File: src/rtl/serial_sub_pkg.sv
// Shared types for the bit-serial subtractor: FSM state encoding and the width limit.
package serial_sub_pkg;

  typedef enum logic [1:0] {
    S_IDLE = 2'd0,
    S_RUN  = 2'd1,
    S_DONE = 2'd2
  } sub_state_t;

  localparam int MAX_WIDTH = 32;

endpackage

File: src/rtl/full_subtractor.sv
// Combinational one-bit full subtractor: d = x - y - bin, bout = borrow out.
module full_subtractor
  import serial_sub_pkg::*;
(
  input  logic x,
  input  logic y,
  input  logic bin,
  output logic d,
  output logic bout
);

  assign d    = x ^ y ^ bin;
  assign bout = (~x & y) | (~(x ^ y) & bin);

endmodule

File: src/rtl/serial_subtractor.sv
// Bit-serial A-B subtractor, LSB first, one bit per clock through one full-subtractor cell.
// Optional signed-overflow output is built when SERIAL_SUB_OVF_EN is defined.
module serial_subtractor
  import serial_sub_pkg::*;
#(
  parameter int WIDTH = 8
) (
  input  logic             clk,
  input  logic             rst_n,
  input  logic             start,
  input  logic [WIDTH-1:0] a,
  input  logic [WIDTH-1:0] b,
  output logic             busy,
  output logic             done,
  output logic [WIDTH-1:0] diff,
  output logic             bout
`ifdef SERIAL_SUB_OVF_EN
  ,
  output logic             ovf
`endif
);

  localparam int CNT_W = $clog2(WIDTH + 1);
  localparam logic [CNT_W-1:0] LAST_CNT = CNT_W'(WIDTH - 1);

  if (WIDTH < 1 || WIDTH > MAX_WIDTH) begin : g_width_check
    $error("serial_subtractor: WIDTH out of range");
  end

  sub_state_t       state_q, state_d;
  logic [CNT_W-1:0] cnt_q, cnt_d;
  logic [WIDTH-1:0] sa_q, sa_d;
  logic [WIDTH-1:0] sb_q, sb_d;
  logic [WIDTH-1:0] diff_q, diff_d;
  logic             br_q, br_d;
  logic             bout_q, bout_d;

  logic             cell_d;
  logic             cell_bout;
  logic             accept;
  logic             last_bit;

  full_subtractor u_fs (
    .x    (sa_q[0]),
    .y    (sb_q[0]),
    .bin  (br_q),
    .d    (cell_d),
    .bout (cell_bout)
  );

  // A request is taken whenever no operation is in flight, including the done cycle.
  assign accept   = start && (state_q != S_RUN);
  assign last_bit = (state_q == S_RUN) && (cnt_q == LAST_CNT);

  always_comb begin
    state_d = state_q;
    unique case (state_q)
      S_IDLE:  if (start) state_d = S_RUN;
      S_RUN:   if (last_bit) state_d = S_DONE;
      S_DONE:  state_d = start ? S_RUN : S_IDLE;
      default: state_d = S_IDLE;
    endcase
  end

  always_comb begin
    cnt_d  = cnt_q;
    sa_d   = sa_q;
    sb_d   = sb_q;
    br_d   = br_q;
    diff_d = diff_q;
    bout_d = bout_q;
    if (accept) begin
      sa_d   = a;
      sb_d   = b;
      br_d   = 1'b0;
      cnt_d  = '0;
      diff_d = '0;
      bout_d = 1'b0;
    end else if (state_q == S_RUN) begin
      sa_d   = sa_q >> 1;
      sb_d   = sb_q >> 1;
      br_d   = cell_bout;
      cnt_d  = cnt_q + CNT_W'(1);
      // New result bit enters at the MSB so the word is aligned after WIDTH shifts.
      diff_d = (diff_q >> 1) | (WIDTH'(cell_d) << (WIDTH - 1));
      if (last_bit) bout_d = cell_bout;
    end
  end

  always_ff @(posedge clk or negedge rst_n) begin
    if (!rst_n) begin
      state_q <= S_IDLE;
      cnt_q   <= '0;
      sa_q    <= '0;
      sb_q    <= '0;
      br_q    <= 1'b0;
      diff_q  <= '0;
      bout_q  <= 1'b0;
    end else begin
      state_q <= state_d;
      cnt_q   <= cnt_d;
      sa_q    <= sa_d;
      sb_q    <= sb_d;
      br_q    <= br_d;
      diff_q  <= diff_d;
      bout_q  <= bout_d;
    end
  end

`ifdef SERIAL_SUB_OVF_EN
  logic ovf_q, ovf_d;

  // On the last bit the shift registers hold the operand sign bits.
  always_comb begin
    ovf_d = ovf_q;
    if (accept) begin
      ovf_d = 1'b0;
    end else if (last_bit) begin
      ovf_d = (sa_q[0] != sb_q[0]) && (cell_d != sa_q[0]);
    end
  end

  always_ff @(posedge clk or negedge rst_n) begin
    if (!rst_n) begin
      ovf_q <= 1'b0;
    end else begin
      ovf_q <= ovf_d;
    end
  end

  assign ovf = ovf_q;
`endif

  assign busy = (state_q == S_RUN);
  assign done = (state_q == S_DONE);
  assign diff = diff_q;
  assign bout = bout_q;

endmodule

File: config.mk
export PLATFORM = sky130hd
export DESIGN_NAME = serial_subtractor
export DESIGN_NICKNAME = d
export VERILOG_FILES = /design/src/rtl/serial_sub_pkg.sv /design/src/rtl/full_subtractor.sv /design/src/rtl/serial_subtractor.sv
export SDC_FILE = /design/constraint.sdc
export NUM_CORES = 1
export LEC_CHECK = 0
export CAP_MARGIN = 20
export CORE_UTILIZATION = 45
export CTS_CLUSTER_SIZE = 28
export DETAILED_ROUTE_END_ITERATION = 10
export PLACE_DENSITY = 0.85
export SYNTH_ARGS = -nofsm -noshare
export SYNTH_HDL_FRONTEND = slang
export SYNTH_SLANG_ARGS = --single-unit
File: constraint.sdc
create_clock -name clk -period 1.1 [get_ports clk]
set_input_delay 0.22 -clock clk [delete_from_list [all_inputs] [get_ports clk]]
set_output_delay 0.22 -clock clk [all_outputs]
set_load 0.01 [all_outputs]
# After elaboration in Yosys (flattened, before gate mapping)
# Index checks and enable logic that the tools add are counted.
[totals] regBits=32 ramBits=0 mem_bits_ro=0 latch_bits=0 elab_cells=46 mem_count=0
[classes] n_lt_le_gt_ge=0 reduce_logical=7 n_div=0 bitwise=8 n_mux=17 multipliers=0 add_sub_neg=1 n_shift=0 eq_ne=6
[op_table] operator="$mux W8" n=6
[op_table] operator="$mux W4" n=2
[op_table] operator="$or A7 B8 Y8" n=1
[op_table] operator="$mux W1" n=6
[op_table] operator="$pmux W2 S3" n=1
[op_table] operator="$add A4 B1 Y4 const B" n=1
[op_table] operator="$eq A4 B3 Y1 const B" n=1
[op_table] operator="$mux W2" n=2
[op_table] operator="$ne A2 B1 Y1 const B" n=2
[op_table] operator="$reduce_and A2 Y1" n=2
[op_table] operator="$reduce_bool A2 Y1" n=2
[op_table] operator="$and A1 B1 Y1" n=2
[op_table] operator="$eq A2 B1 Y1 const B" n=1
[op_table] operator="$eq A2 B2 Y1 const B" n=1
[op_table] operator="$logic_and A1 B1 Y1" n=2
[op_table] operator="$logic_not A2 Y1" n=1
[op_table] operator="$ne A2 B2 Y1 const B" n=1
[op_table] operator="$not A1 Y1" n=2
[op_table] operator="$xor A1 B1 Y1" n=2
[op_table] operator="$or A1 B1 Y1" n=1

# Logic depth before layout (Yosys ltp)
# Gate-level depths: netlist of run 1.
[logic_depth] word_depth=7 depth_mapped=6

# By module
# Synthesis of run 1 repeated with hierarchy kept, for this count alone.
[unflattened] hier_cells=140 area_unflattened_um2=1478.9
[modules_own_cells] mod="serial_subtractor" seq_area_each_um2=800.8 cells_per_inst=136 area_per_inst_um2=1447.6 instances=1
[modules_own_cells] mod="full_subtractor" seq_area_each_um2=0.0 cells_per_inst=4 area_per_inst_um2=31.3 instances=1

# Worst setup path after synthesis of run 1
# Ideal clock, no wire load.
[synth_path] path_type="flip-flop to flip-flop" from="register state_q[1]" to="register cnt_q[2]" path_buffers=1 required_ns=1.021 stages_incl_launch_ff=6 period_less_slack_ns=1.164 setup_slack_ns=-0.064 arrival_time_ns=1.085 cell_sequence="dfrtp_1 nand2b_1 buf_6 inv_4 mux2_4 mux2i_1"
[synth_via] elab_chain_cells=3 elab_cells_between_ends=5
[synth_lines] item="start, declared" line="serial_subtractor.sv:30" text="sub_state_t state_q, state_d;"
[synth_lines] item="start signal, assigned" line="serial_subtractor.sv:100" text="state_q <= state_d;"
[synth_lines] item="$ne A2 B1 Y1" line="serial_subtractor.sv:52" text="assign accept = start && (state_q != S_RUN);"
[synth_lines] item="$logic_and A1 B1 Y1" line="serial_subtractor.sv:52"
[synth_lines] item="$mux W4 or $reduce_bool A2 Y1 (tied branches)"
[synth_lines] item="end signal, assigned" line="serial_subtractor.sv:101" text="cnt_q <= cnt_d;"
[synth_lines] item="end, declared" line="serial_subtractor.sv:31" text="logic [CNT_W-1:0] cnt_q, cnt_d;"
# Parallel ways exist; a longest one is shown, timed or not.
# A chain may end at the register's enable or synchronous reset.

# Worst setup path after layout of run 1
[layout_path] from="register state_q[0]" to="output port busy"
[layout_via] elab_chain_cells=1
[layout_lines] item="$eq A2 B1 Y1" line="serial_subtractor.sv:134" text="assign busy = (state_q == S_RUN);"
[layout_lines] item="end, declared" line="serial_subtractor.sv:13" text="output logic busy,"
# Every way passes these cells.

==> results of run 1 <==
## worst paths after layout
check,from,to,slack [ps],cells after the start
min,rst_n,bout,230,2
max in group asynchronous,rst_n,diff[0],700,2
min reg2reg,sb_q[6],sb_q[5],490,2
max,state_q[0],busy,-210,4
max reg2reg,state_q[0],cnt_q[2],-200,6
min in group clk,sb_q[6],sb_q[5],490,2
## kinds of logic after synthesis
group | share of synthesized area, %
buffers and inverters | 5.41
muxes | 13.6
adders and majority gates | 2.27
DFF | 55.8
AOI/OAI and AO/OA | 9.85
xor gates and xnor gates | 0.610
and+or+nand+nor | 12.5
## critical path: stages, from the launching register on
cell                       delay [ps]
sky130_fd_sc_hd__dfrtp_1          400
sky130_fd_sc_hd__buf_6            130
sky130_fd_sc_hd__nand2b_4          80
sky130_fd_sc_hd__inv_6             40
sky130_fd_sc_hd__buf_6            110
## power by group
| group | total, mW | internal (mW) | switching (mW) |
|---|---|---|---|
| clock | 0.878 | 0.476 | 0.402 |
| combinational | 2.06 | 1.03 | 1.03 |
| sequential | 1.92 | 1.65 | 0.270 |
| total | 4.86 | 3.16 | 1.70 |
## metrics by stage
step / hold slack (ps) / area (sq um) / TNS, ps / utilization, %
after floorplan: -75.6 / 1450 / -42.9 / -
after CTS: 229 / 1980 / -984 / 65.3
after global routing: 230 / 1980 / -2460 / 65.2
final: 233 / 1980 / -973 / 65.2
after detailed placement: 468 / 1910 / -8240 / 62.9
after global placement: 460 / 1910 / -7690 / 62.9
## synthesized netlist by cell type, drive strengths merged
cell and n:
nand3 4, clkbuf 1, nand2b 1, mux2i 18, inv 4, nand2 34
buf 8, o21ai 27, nor2 3, mux2 1, ha 1, nand3b 1
nor2b 1, o22ai 1, xor2 1, dfrtp 32, fa 1
## cells in the final DEF, fill, tap and decap left out, types with 2 or more instances in the layout
cell type and instances:
sky130_fd_sc_hd__buf_4 20, sky130_fd_sc_hd__dfrtp_1 32, sky130_fd_sc_hd__buf_12 2, sky130_fd_sc_hd__buf_6 3, sky130_fd_sc_hd__nand3_1 4, sky130_fd_sc_hd__buf_2 10, sky130_fd_sc_hd__clkbuf_4 5, sky130_fd_sc_hd__o21ai_0 15
sky130_fd_sc_hd__nand2_1 33, sky130_fd_sc_hd__nor2_1 3, sky130_fd_sc_hd__mux2i_1 18, sky130_fd_sc_hd__clkdlybuf4s50_1 18, sky130_fd_sc_hd__o21ai_1 12, sky130_fd_sc_hd__inv_1 2
## registers in the layout, summed over array words and instances, names as in the netlist
name / cells
br_q: 1
sb_q: 8
diff: 8
cnt_q: 4
state_q: 2
sa_q: 8
bout: 1
## area by class of cell
class	instances	area [sq um]
Fill cell	252	1050
Sequential cell	32	801
Multi-Input combinational cell	94	569
Timing Repair Buffer	53	454
Tap cell	44	55.1
Clock buffer	6	41.3
Clock inverter	2	35.0
Inverter	4	20.0
## per-layer routing
metal  part of all wire, %  track usage, %  routed length (um)  up-vias
li1                      -               -                   -      563
met1                    45            22.7                1270      532
met2                    48            30.2                1370       21
met3                   5.0            6.59                 140        6
met4                   1.9            9.18                  53        0
met5                     0               0                   0        -
## timing repair
item / CTS / global route
setup buffers: 5 / 0
endpoints found under the hold margin: 0 / 0
resized for setup: 51 / 8
pin swaps: 3 / 2
endpoints found under the setup margin: 20 / 40
==> results.txt, run 1 <==
----------------------------------------------------
[Run status]
  Result of the run ... finished, violations left
  Violated checks ... setup timing

[Critical path]
  Required time at the worst-slack endpoint ... 880 ps
  Launching element type of the critical path ... flop
  Setup Crit Path Kind ... flop to output pin
  Arrival time worst endpoint ... 1090 ps
  Crit. End Element ... output pin
  Worst Path Max Fanout ... 4

[Yosys]
  Fraction of synthesized cell area taken by the top area cell type ... 55.8%
  Synthesized netlist net count ... 160
  Synth Instances ... 139
  Portion of the post-synthesis area used by sequential elements ... 55.8%
  Register bit total from synthesis ... 32
  Synthesized area per cell ... 10.3 sq um
  Largest cells by area after synthesis ... sky130_fd_sc_hd__dfrtp_1 (56%), sky130_fd_sc_hd__mux2i_1 (13%), sky130_fd_sc_hd__nand2_1 (8.9%)
  Count of synthesis-stage warnings from yosys ... 0
  Post-Syn Area ... 1440 sq um
  Most area-hungry cell type in the Yosys netlist ... sky130_fd_sc_hd__dfrtp_1
  Post-synthesis cell type count ... 21

[Timing]
  Achievable frequency ... 761 MHz
  Fin worst setup slack ... -214 ps
  Share of the cycle needed by the critical path after routing ... 119%
  Worst slew margin relative to its limit ... 85.5%
  RSZ-0062 raised after global routing ... yes
  Final Max Slew Viols ... 0
  Clock period minus worst slack ... 1310 ps
  Slew at the pin closest to its max-slew limit ... 217 ps
  Number of setup violations in the final report ... 14
  Final worst clock skew ... 8.69 ps
  Final-report hold violation count ... 0

[Final layout]
  Area Growth Syn to Fin ... 37.7%
  Fin cells ... 235
  Antenna fix cells ... 0
  Final net count ... 211
  Ratio of cells with drive above 1 in the final layout ... 25.1%

[Route]
  Detailed router's first-iteration violation count ... 30
  Pre-antenna DRT Iters ... 4
  Mean number of vias per cell ... 4.77
  Routed WL per cell ... 12.0 um
  Remaining antenna violation count ... 0
  Detailed-route wire length ... 2830 um
  Residual DRC ... 0
  Total number of vias ... 1122

[Global route]
  Grt ovf ... 0
  Global-route wire length before repair ... 4730 um
  Number of global-route vias before repair ... 1115
  Global-route usage over all layers ... 18.8%
  Pin count of the biggest net entering global routing ... 33
  Initial antenna violation count ... 0

[Floorplan]
  Area of the placeable core ... 3030 sq um
  Die outline area ... 3420 sq um
  Die Height ... 58.5 um
  Top-level I/O count ... 30
  Placement row count ... 20
  Die width ... 58.5 um
  Starting density of the core ... 47.4%

[Place]
  Placed Instances ... 223
  Routability congestion estimate ... 0.741
  PortBufs ... 29
  Final HPWL from detailed placement ... 2070 um
  Worst slack at placement ... -311 ps

[CTS]
  CTS tree ... yes
  Number of sinks driven by the clock tree ... 32
  Inserted Clock Buffers ... 5
  Count of hold-fix buffers inserted at cts ... 0
  CTS root buf ... sky130_fd_sc_hd__clkbuf_4
  Clock-pin transition on the worst setup and hold timing paths ... 100 ps
  Later-pin clock latency in the skew report ... 340 ps
  Clock tree buffer depth ... 2
  Number of H-tree branching levels ... 2

[Power]
  Peak supply drop ... 1120 uV
  Overall power of the completed layout ... 4.86 mW
  Power density normalized to cell area ... 2460 nW/um^2
  Leakage Power ... 0.967 nW

[Worst hold path]
  Type of the most critical hold path ... primary input to asynchronous set/reset pin

[Run]
  Reported max-cap violation count ... 0

----------------------------------------------------
(Power assumes the default switching activity.)
==> run 2, diff against run 1 <==
--- a/config.mk
+++ b/config.mk
@@ -6,6 +6,7 @@
 export NUM_CORES = 1
 export LEC_CHECK = 0
 export CAP_MARGIN = 20
+export CORE_MARGIN = 8
 export CORE_UTILIZATION = 45
 export CTS_CLUSTER_SIZE = 28
 export DETAILED_ROUTE_END_ITERATION = 10
==> run 2 against run 1 <==
Compared with the run above:
- the run still ends with setup timing left
- worst setup slack got worse by 19 ps
- design area increased by 17%
- clock power decreased by 19%
- highest routed layer unchanged
==> results.txt, run 2 (synthesis gave the netlist of run 1 again) <==
----------------------------------------------------
[CTS]
  CTS tree ... yes
  Clock-pin transition on the worst setup and hold timing paths ... 100 ps (about the same)
  Clock tree buffer depth ... 2 (unchanged)
  Later-pin clock latency in the skew report ... 340 ps (about the same)
  Number of sinks driven by the clock tree ... 32 (unchanged)
  CTS root buf ... sky130_fd_sc_hd__clkbuf_4
  Inserted Clock Buffers ... 5 (unchanged)
  Number of H-tree branching levels ... 2 (unchanged)
  Count of hold-fix buffers inserted at cts ... 0 (unchanged)

[Timing]
  RSZ-0062 raised after global routing ... yes
  Final Max Slew Viols ... 0 (unchanged)
  Fin worst setup slack ... -233 ps (-18.7 ps)
  Clock period minus worst slack ... 1330 ps (+18.7 ps)
  Slew at the pin closest to its max-slew limit ... 298 ps (+80.4 ps)
  Final worst clock skew ... 9.03 ps (+0.343 ps)
  Worst slew margin relative to its limit ... 79.6% (-5.9 points)
  Achievable frequency ... 750 MHz (-1.4%)
  Final-report hold violation count ... 0 (unchanged)
  Share of the cycle needed by the critical path after routing ... 121% (+1.7 points)
  Hold slack ... 242 ps (+9.57 ps)
  Number of setup violations in the final report ... 32 (+18)

[Final layout]
  Antenna fix cells ... 0 (unchanged)
  Post-layout instance area ... 2310 sq um (+17%)
  Fin cells ... 244 (+3.8%)
  Most used cells in the layout excluding fill and tap cells ... sky130_fd_sc_hd__dfrtp_1 (32), sky130_fd_sc_hd__buf_4 (21), sky130_fd_sc_hd__clkdlybuf4s50_1 (18), sky130_fd_sc_hd__mux2i_1 (17), sky130_fd_sc_hd__nand2_1 (17)
  Ratio of cells with drive above 1 in the final layout ... 45.5% (+20 points)
  Area Growth Syn to Fin ... 61.1%
  Final net count ... 220 (+4.3%)
  Commonest non-fill, non-tap cell in the layout ... sky130_fd_sc_hd__dfrtp_1

[Run status]
  Result of the run ... finished, violations left
  Violated checks ... setup timing

[Critical path]
  Critical path cell sequence ... buf_6, nand2b_4, inv_6, buf_6
  Required time at the worst-slack endpoint ... 880 ps (about the same)
  Arrival time worst endpoint ... 1110 ps (+20 ps)
  Most frequent cell on the critical path ... sky130_fd_sc_hd__buf_6
  Endpoint of the lowest-slack register-to-register path ... cnt_q[2]
  Setup Crit Path Kind ... flop to output pin
  Crit. End Element ... output pin
  Launching element type of the critical path ... flop
  Worst Setup SP ... state_q[0]
  Family with the most delay on the worst path ... flip-flops
  Delay contributed by the slowest stage of the critical path ... 420 ps (+20 ps)
  Internal reg-to-reg setup slack ... -230 ps (-30 ps)
  Worst R2R Start ... state_q[0]
  Critical path destination ... busy
  Critical Path Slowest Stage Cell ... sky130_fd_sc_hd__dfrtp_1
  Number of buffers and inverters on the critical path ... 3 (unchanged)
  Cell depth of the worst setup path ... 4 (unchanged)
  Reg2Reg Depth ... 6 (unchanged)
  Worst Path Max Fanout ... 2 (-2)

[Route]
  Detailed router's first-iteration violation count ... 63 (+110%)
  Sum of routed wire segments on met1 ... 1480 um (+17%)
  WL met3 ... 255 um (+82%)
  Detailed-route wire length ... 4100 um (+45%)
  Total number of vias ... 1276 (+14%)
  Uppermost signal routing layer after detailed routing ... met4
  Remaining antenna violation count ... 0 (unchanged)
  Residual DRC ... 0 (unchanged)
  DR WL met2 ... 2220 um (+62%)
  Routed WL per cell ... 16.8 um (+40%)
  Mean number of vias per cell ... 5.23 (+9.5%)
  Pre-antenna DRT Iters ... 4 (unchanged)

[Worst hold path]
  Type of the most critical hold path ... primary input to asynchronous set/reset pin

[Global route]
  Initial antenna violation count ... 0 (unchanged)
  Global-route usage over all layers ... 14.3% (-4.5 points)
  Pin count of the biggest net entering global routing ... 33 (unchanged)
  Grt ovf ... 0 (unchanged)
  Global-route wire length before repair ... 5780 um (+22%)
  Number of global-route vias before repair ... 1266 (+14%)

[Floorplan]
  Die outline area ... 5250 sq um (+54%)
  Die width ... 72.5 um (+24%)
  Top-level I/O count ... 30 (unchanged)
  Area of the placeable core ... 3050 sq um (+0.83%)
  Die Height ... 72.5 um (+24%)
  Placement row count ... 20 (unchanged)
  Starting density of the core ... 47.0% (-0.39 points)

[Place]
  Routability congestion estimate ... 0.801 (+8.1%)
  Cell Area, Placed ... 1880 sq um (-1.2%)
  Worst slack at placement ... -334 ps (-23.5 ps)
  Final HPWL from detailed placement ... 2360 um (+14%)
  Placed Instances ... 220 (-1.3%)
  PortBufs ... 29 (unchanged)

[Power]
  Power density normalized to cell area ... 2720 nW/um^2 (+10%)
  Peak supply drop ... 1690 uV (+51%)
  Overall power of the completed layout ... 6.28 mW (+29%)
  Leakage Power ... 1.11 nW (+15%)

[Run]
  Reported max-cap violation count ... 0 (unchanged)

----------------------------------------------------
run 2: area by class of cell:
class | instances | area (sq um)
Clock buffer | 6 | 51.3
Clock inverter | 2 | 10.0
Fill cell | 184 | 741
Inverter | 4 | 20.0
Multi-Input combinational cell | 94 | 723
Sequential cell | 32 | 801
Tap cell | 44 | 55.1
Timing Repair Buffer | 62 | 652
run 2: repair_timing:
item                                    in CTS  in global routing
hold endpoints to repair                     0                  0
endpoints found under the setup margin      38                 42
resized for setup                           70                 66
buffers inserted                             8                  8
gates cloned                                 1                  1
pin swaps                                    2                 15
run 2: per-stage QoR:
stage | TNS [ps] | utilization (%)
global route | -4890 | 75.7
global placement | -6560 | 61.7
finish | -3570 | 75.7
floorplan | -42.9 | -
CTS | -2970 | 66.7
detailed placement | -7900 | 61.7
run 2: worst min-delay path by stage:
stage	cells past startpoint	to	from	slack, ps
4_1_cts	2	sb_q[0]	rst_n	250
5_1_grt	2	sb_q[0]	rst_n	240
2_1_floorplan	0	bout	rst_n	-80
3_3_place_gp	2	sa_q[3]	sa_q[4]	460
6_report	2	sa_q[1]	rst_n	240
3_5_place_dp	2	sb_q[6]	sb_q[7]	470
run 2: per-layer routing:
layer  track usage (%)  up-vias
met5                 0        -
met4              8.89        0
met3              5.23       12
met2              24.2       51
met1              14.7      623
li1                  -      590
run 2: report_power, final:
| part | switching, mW | internal, mW |
|---|---|---|
| Combinational | 1.64 | 1.92 |
| Sequential | 0.359 | 1.65 |
| Clock | 0.408 | 0.304 |
==> run 3, diff against run 2 <==
--- a/config.mk
+++ b/config.mk
@@ -5,12 +5,14 @@
 export SDC_FILE = /design/constraint.sdc
 export NUM_CORES = 1
 export LEC_CHECK = 0
+export ABC_CLOCK_PERIOD_IN_PS = 1500
 export CAP_MARGIN = 20
 export CORE_MARGIN = 8
-export CORE_UTILIZATION = 45
+export CORE_UTILIZATION = 50
 export CTS_CLUSTER_SIZE = 28
 export DETAILED_ROUTE_END_ITERATION = 10
-export PLACE_DENSITY = 0.85
+export PLACE_DENSITY = 0.88
 export SYNTH_ARGS = -nofsm -noshare
 export SYNTH_HDL_FRONTEND = slang
+export SYNTH_HIERARCHICAL = 1
 export SYNTH_SLANG_ARGS = --single-unit
==> constraint.sdc (replaced) <==
create_clock -name clk -period 1.5 [get_ports clk]
set_input_delay 0.3 -clock clk [delete_from_list [all_inputs] [get_ports clk]]
set_output_delay 0.3 -clock clk [all_outputs]
set_load 0.01 [all_outputs]
==> run 3 against run 2 <==
Compared with the run above:
- the run now ends clean
- global-route usage fell by 1.4 points
- worst setup slack improved by 380 ps
- routed wire length fell by 27%
- critical path depth fell by 2
- core utilization fell by 9.2 points
- total power fell by 46%
- final cell count fell by 16%
- non-clock buffer count fell by 26
- register-to-register slack improved by 440 ps
- via count fell by 15%
- synthesized cell count rose by 0.72%
==> results.txt, run 3 <==
----------------------------------------------------
[Run status]
  Result of the run ... finished clean

[Critical path]
  Crit. End Element ... output pin
  Critical Path Slowest Stage Cell ... sky130_fd_sc_hd__dfrtp_1
  Delay contributed by the slowest stage of the critical path ... 410 ps (about the same)
  Worst R2R Start ... state_q[1]
  Worst Path Max Fanout ... 4 (+2)
  Family with the most delay on the worst path ... flip-flops
  Reg2Reg Depth ... 4 (-2)
  Critical path cell sequence ... and2b_1, clkbuf_2
  Required time at the worst-slack endpoint ... 1200 ps (+320 ps)
  Endpoint of the lowest-slack register-to-register path ... diff[4]
  Number of buffers and inverters on the critical path ... 1 (-2)
  Launching element type of the critical path ... flop
  Internal reg-to-reg setup slack ... 210 ps (+440 ps)
  Setup Crit Path Kind ... flop to output pin
  Arrival time worst endpoint ... 1050 ps (-60 ps)

[Timing]
  RSZ-0062 raised after global routing ... no
  Worst slew margin relative to its limit ... 73.1% (-6.5 points)
  Achievable frequency ... 740 MHz
  Final worst clock skew ... 17.9 ps (+8.86 ps)
  Sum of negative setup slack ... 0 ps (+3570 ps)
  Clock period minus worst slack ... 1350 ps
  Number of setup violations in the final report ... 0 (-100%)
  Slew at the pin closest to its max-slew limit ... 403 ps (+106 ps)
  Share of the cycle needed by the critical path after routing ... 90.1%
  Final-report hold violation count ... 0 (unchanged)
  Final Max Slew Viols ... 0 (unchanged)

[Place]
  Cell Area, Placed ... 1780 sq um (-5.2%)
  Placed Instances ... 197 (-10%)
  PortBufs ... 29 (unchanged)
  Final HPWL from detailed placement ... 2180 um (-7.7%)
  Routability congestion estimate ... 0.693 (-13%)

[Global route]
  Initial antenna violation count ... 0 (unchanged)
  Global-route wire length before repair ... 5230 um (-9.4%)
  Global-route usage over all layers ... 12.9% (-1.4 points)
  Grt ovf ... 0 (unchanged)
  Number of global-route vias before repair ... 1169 (-7.7%)
  Pin count of the biggest net entering global routing ... 33 (unchanged)

[Final layout]
  Final design utilization ... 66.5% (-9.2 points)
  Antenna fix cells ... 0 (unchanged)
  Commonest non-fill, non-tap cell in the layout ... sky130_fd_sc_hd__nand2_1
  Combined flip-flop and latch cell area ... 801 sq um (unchanged)
  Ratio of cells with drive above 1 in the final layout ... 12.0% (-34 points)
  Fin cells ... 206 (-16%)
  Post-layout instance area ... 1850 sq um (-20%)
  Most used cells in the layout excluding fill and tap cells ... sky130_fd_sc_hd__nand2_1 (36), sky130_fd_sc_hd__dfrtp_1 (32), sky130_fd_sc_hd__o21ai_0 (25), sky130_fd_sc_hd__mux2i_1 (18), sky130_fd_sc_hd__clkdlybuf4s50_1 (18)
  Fill cell instance count of the final layout ... 209 (+14%)
  Final net count ... 195 (-11%)
  Area occupied by multi-input gates ... 578 sq um (-20%)
  Area Growth Syn to Fin ... 25.1%

[Power]
  Peak supply drop ... 1440 uV (-15%)
  Leakage Power ... 0.913 nW (-18%)
  Power density normalized to cell area ... 1820 nW/um^2 (-33%)

[Route]
  Detailed-route wire length ... 2980 um (-27%)
  Residual DRC ... 0 (unchanged)
  Total number of vias ... 1085 (-15%)
  Routed WL per cell ... 14.5 um (-14%)
  Detailed router's first-iteration violation count ... 40 (-37%)
  Mean number of vias per cell ... 5.27 (+0.72%)
  Pre-antenna DRT Iters ... 4 (unchanged)
  Remaining antenna violation count ... 0 (unchanged)

[Yosys]
  Post-Synth Adder-Cell Area ... 2.20% (-0.067 points)
  Post-synth EDFFs ... 0 (unchanged)
  Synthesized area per cell ... 10.6 sq um (+2.3%)
  Synth async-reset ratio ... 100% (unchanged)
  Largest cells by area after synthesis ... sky130_fd_sc_hd__dfrtp_1 (54%), sky130_fd_sc_hd__mux2i_1 (12%), sky130_fd_sc_hd__nand2_1 (9.1%)
  Portion of the post-synthesis area used by sequential elements ... 54.1% (-1.7 points)
  Leading cell type by number of instances after synthesis ... sky130_fd_sc_hd__nand2_1
  Compound-Gate Fraction of Synth Area ... 9.48% (-0.38 points)
  Commonest cells post-synth ... sky130_fd_sc_hd__nand2_1 (36), sky130_fd_sc_hd__dfrtp_1 (32), sky130_fd_sc_hd__o21ai_0 (25)
  Post-synthesis cell type count ... 24 (+14%)
  Area share of and/or/nand/nor cells after synthesis ... 12.9% (+0.39 points)
  Largest family of logic cells by synthesized area ... multiplexers
  Xor and xnor fraction of the mapped netlist area ... 0.592% (-0.018 points)
  Top_reg_cell synth ... sky130_fd_sc_hd__dfrtp_1
  Post-Syn Area ... 1480 sq um (+3.1%)
  Count of synthesis-stage warnings from yosys ... 6 (+6)
  Most area-hungry cell type in the Yosys netlist ... sky130_fd_sc_hd__dfrtp_1
  Synth Instances ... 140 (+0.72%)
  Synthesized netlist net count ... 161 (+0.63%)
  Mux cell area share after synthesis ... 14.0% (+0.36 points)
  Fraction of synthesized cell area taken by the top area cell type ... 54.1% (-1.7 points)
  Register bit total from synthesis ... 32 (unchanged)

[Floorplan]
  Die outline area ... 4950 sq um (-5.7%)
  Starting density of the core ... 53.2% (+6.2 points)
  Placement row count ... 19 (-5.0%)
  Die Height ... 70.4 um (-2.9%)
  Top-level I/O count ... 30 (unchanged)
  Die width ... 70.4 um (-2.9%)
  Area of the placeable core ... 2780 sq um (-8.9%)

[CTS]
  Number of H-tree branching levels ... 2 (unchanged)
  Count of hold-fix buffers inserted at cts ... 0 (unchanged)
  Clock-pin transition on the worst setup and hold timing paths ... 120 ps (+20 ps)
  CTS tree ... yes
  Number of sinks driven by the clock tree ... 32 (unchanged)
  CTS root buf ... sky130_fd_sc_hd__clkbuf_4
  Inserted Clock Buffers ... 5 (unchanged)
  Clock tree buffer depth ... 2 (unchanged)
  Later-pin clock latency in the skew report ... 340 ps (about the same)

[Run]
  Reported max-cap violation count ... 0 (unchanged)

[Worst hold path]
  Type of the most critical hold path ... primary input to asynchronous set/reset pin

----------------------------------------------------
-- run 3: changes by cell type in the layout (fill, tap and decap cells not counted), sizes merged, moves of 2 or more --
cell         change
nand3            -3
buf             -36
o21ai            -2
dlygate4sd2      +9
nand2            +2
-- run 3: cell families (layout without fill, tap and decap cells) --
family                   Yosys count  in the layout
buffers and inverters             14             49
XOR/XNOR                           1              1
AO/OA/AOI/OAI                     27             27
multiplexers                      20             20
flip-flops                        32             32
adder cells (fa/ha/maj)            2              2
AND/OR/NAND/NOR                   44             44
-- run 3: repair_timing --
item	4_1_cts	5_1_grt
gates cloned	0	0
buffers inserted	0	1
setup endpoints to repair	11	2
gates resized for setup	13	2
-- run 3: worst max-delay path by stage --
stage | from | end | cells after the start
2_1_floorplan | state_q[1] | busy | 3
3_3_place_gp | start | sa_q[5] | 4
3_5_place_dp | start | sa_q[2] | 4
4_1_cts | state_q[0] | done | 2
5_1_grt | state_q[0] | done | 2
6_report | state_q[0] | done | 2
-- run 3: layout make-up --
class | instances | area share [%]
clock buffers | 5 | 2.03
inverters | 5 | 1.01
well taps | 31 | 2.10
flip-flops and latches | 32 | 43.3
clock inverters | 3 | 2.30
multi-input cells | 94 | 31.2
repair buffers | 36 | 18.1
-- run 3: power by group --
part | internal, mW | total [mW] | switching (mW)
clock | 0.348 | 0.649 | 0.301
sequential | 1.23 | 1.47 | 0.247
combinational | 0.582 | 1.25 | 0.664
total | 2.16 | 3.37 | 1.21
-- run 3: per-stage QoR --
| stage | power [mW] | setup slack [ps] | hold slack [ps] |
|---|---|---|---|
| global route | 3.65 | 85.4 | 372 |
| finish | 3.37 | 149 | 364 |
| floorplan | 2.36 | 364 | 4.41 |
| CTS | 3.41 | 15.1 | 364 |
| global placement | 2.75 | 9.07 | 458 |
| detailed placement | 2.84 | -56.2 | 476 |
-- run 3: metal layers --
layer / global-route usage, % / wire, um
met1: 13.1 / 1250
met2: 22.3 / 1530
met3: 5.79 / 177
met4: 5.13 / 26
met5: 0 / 0
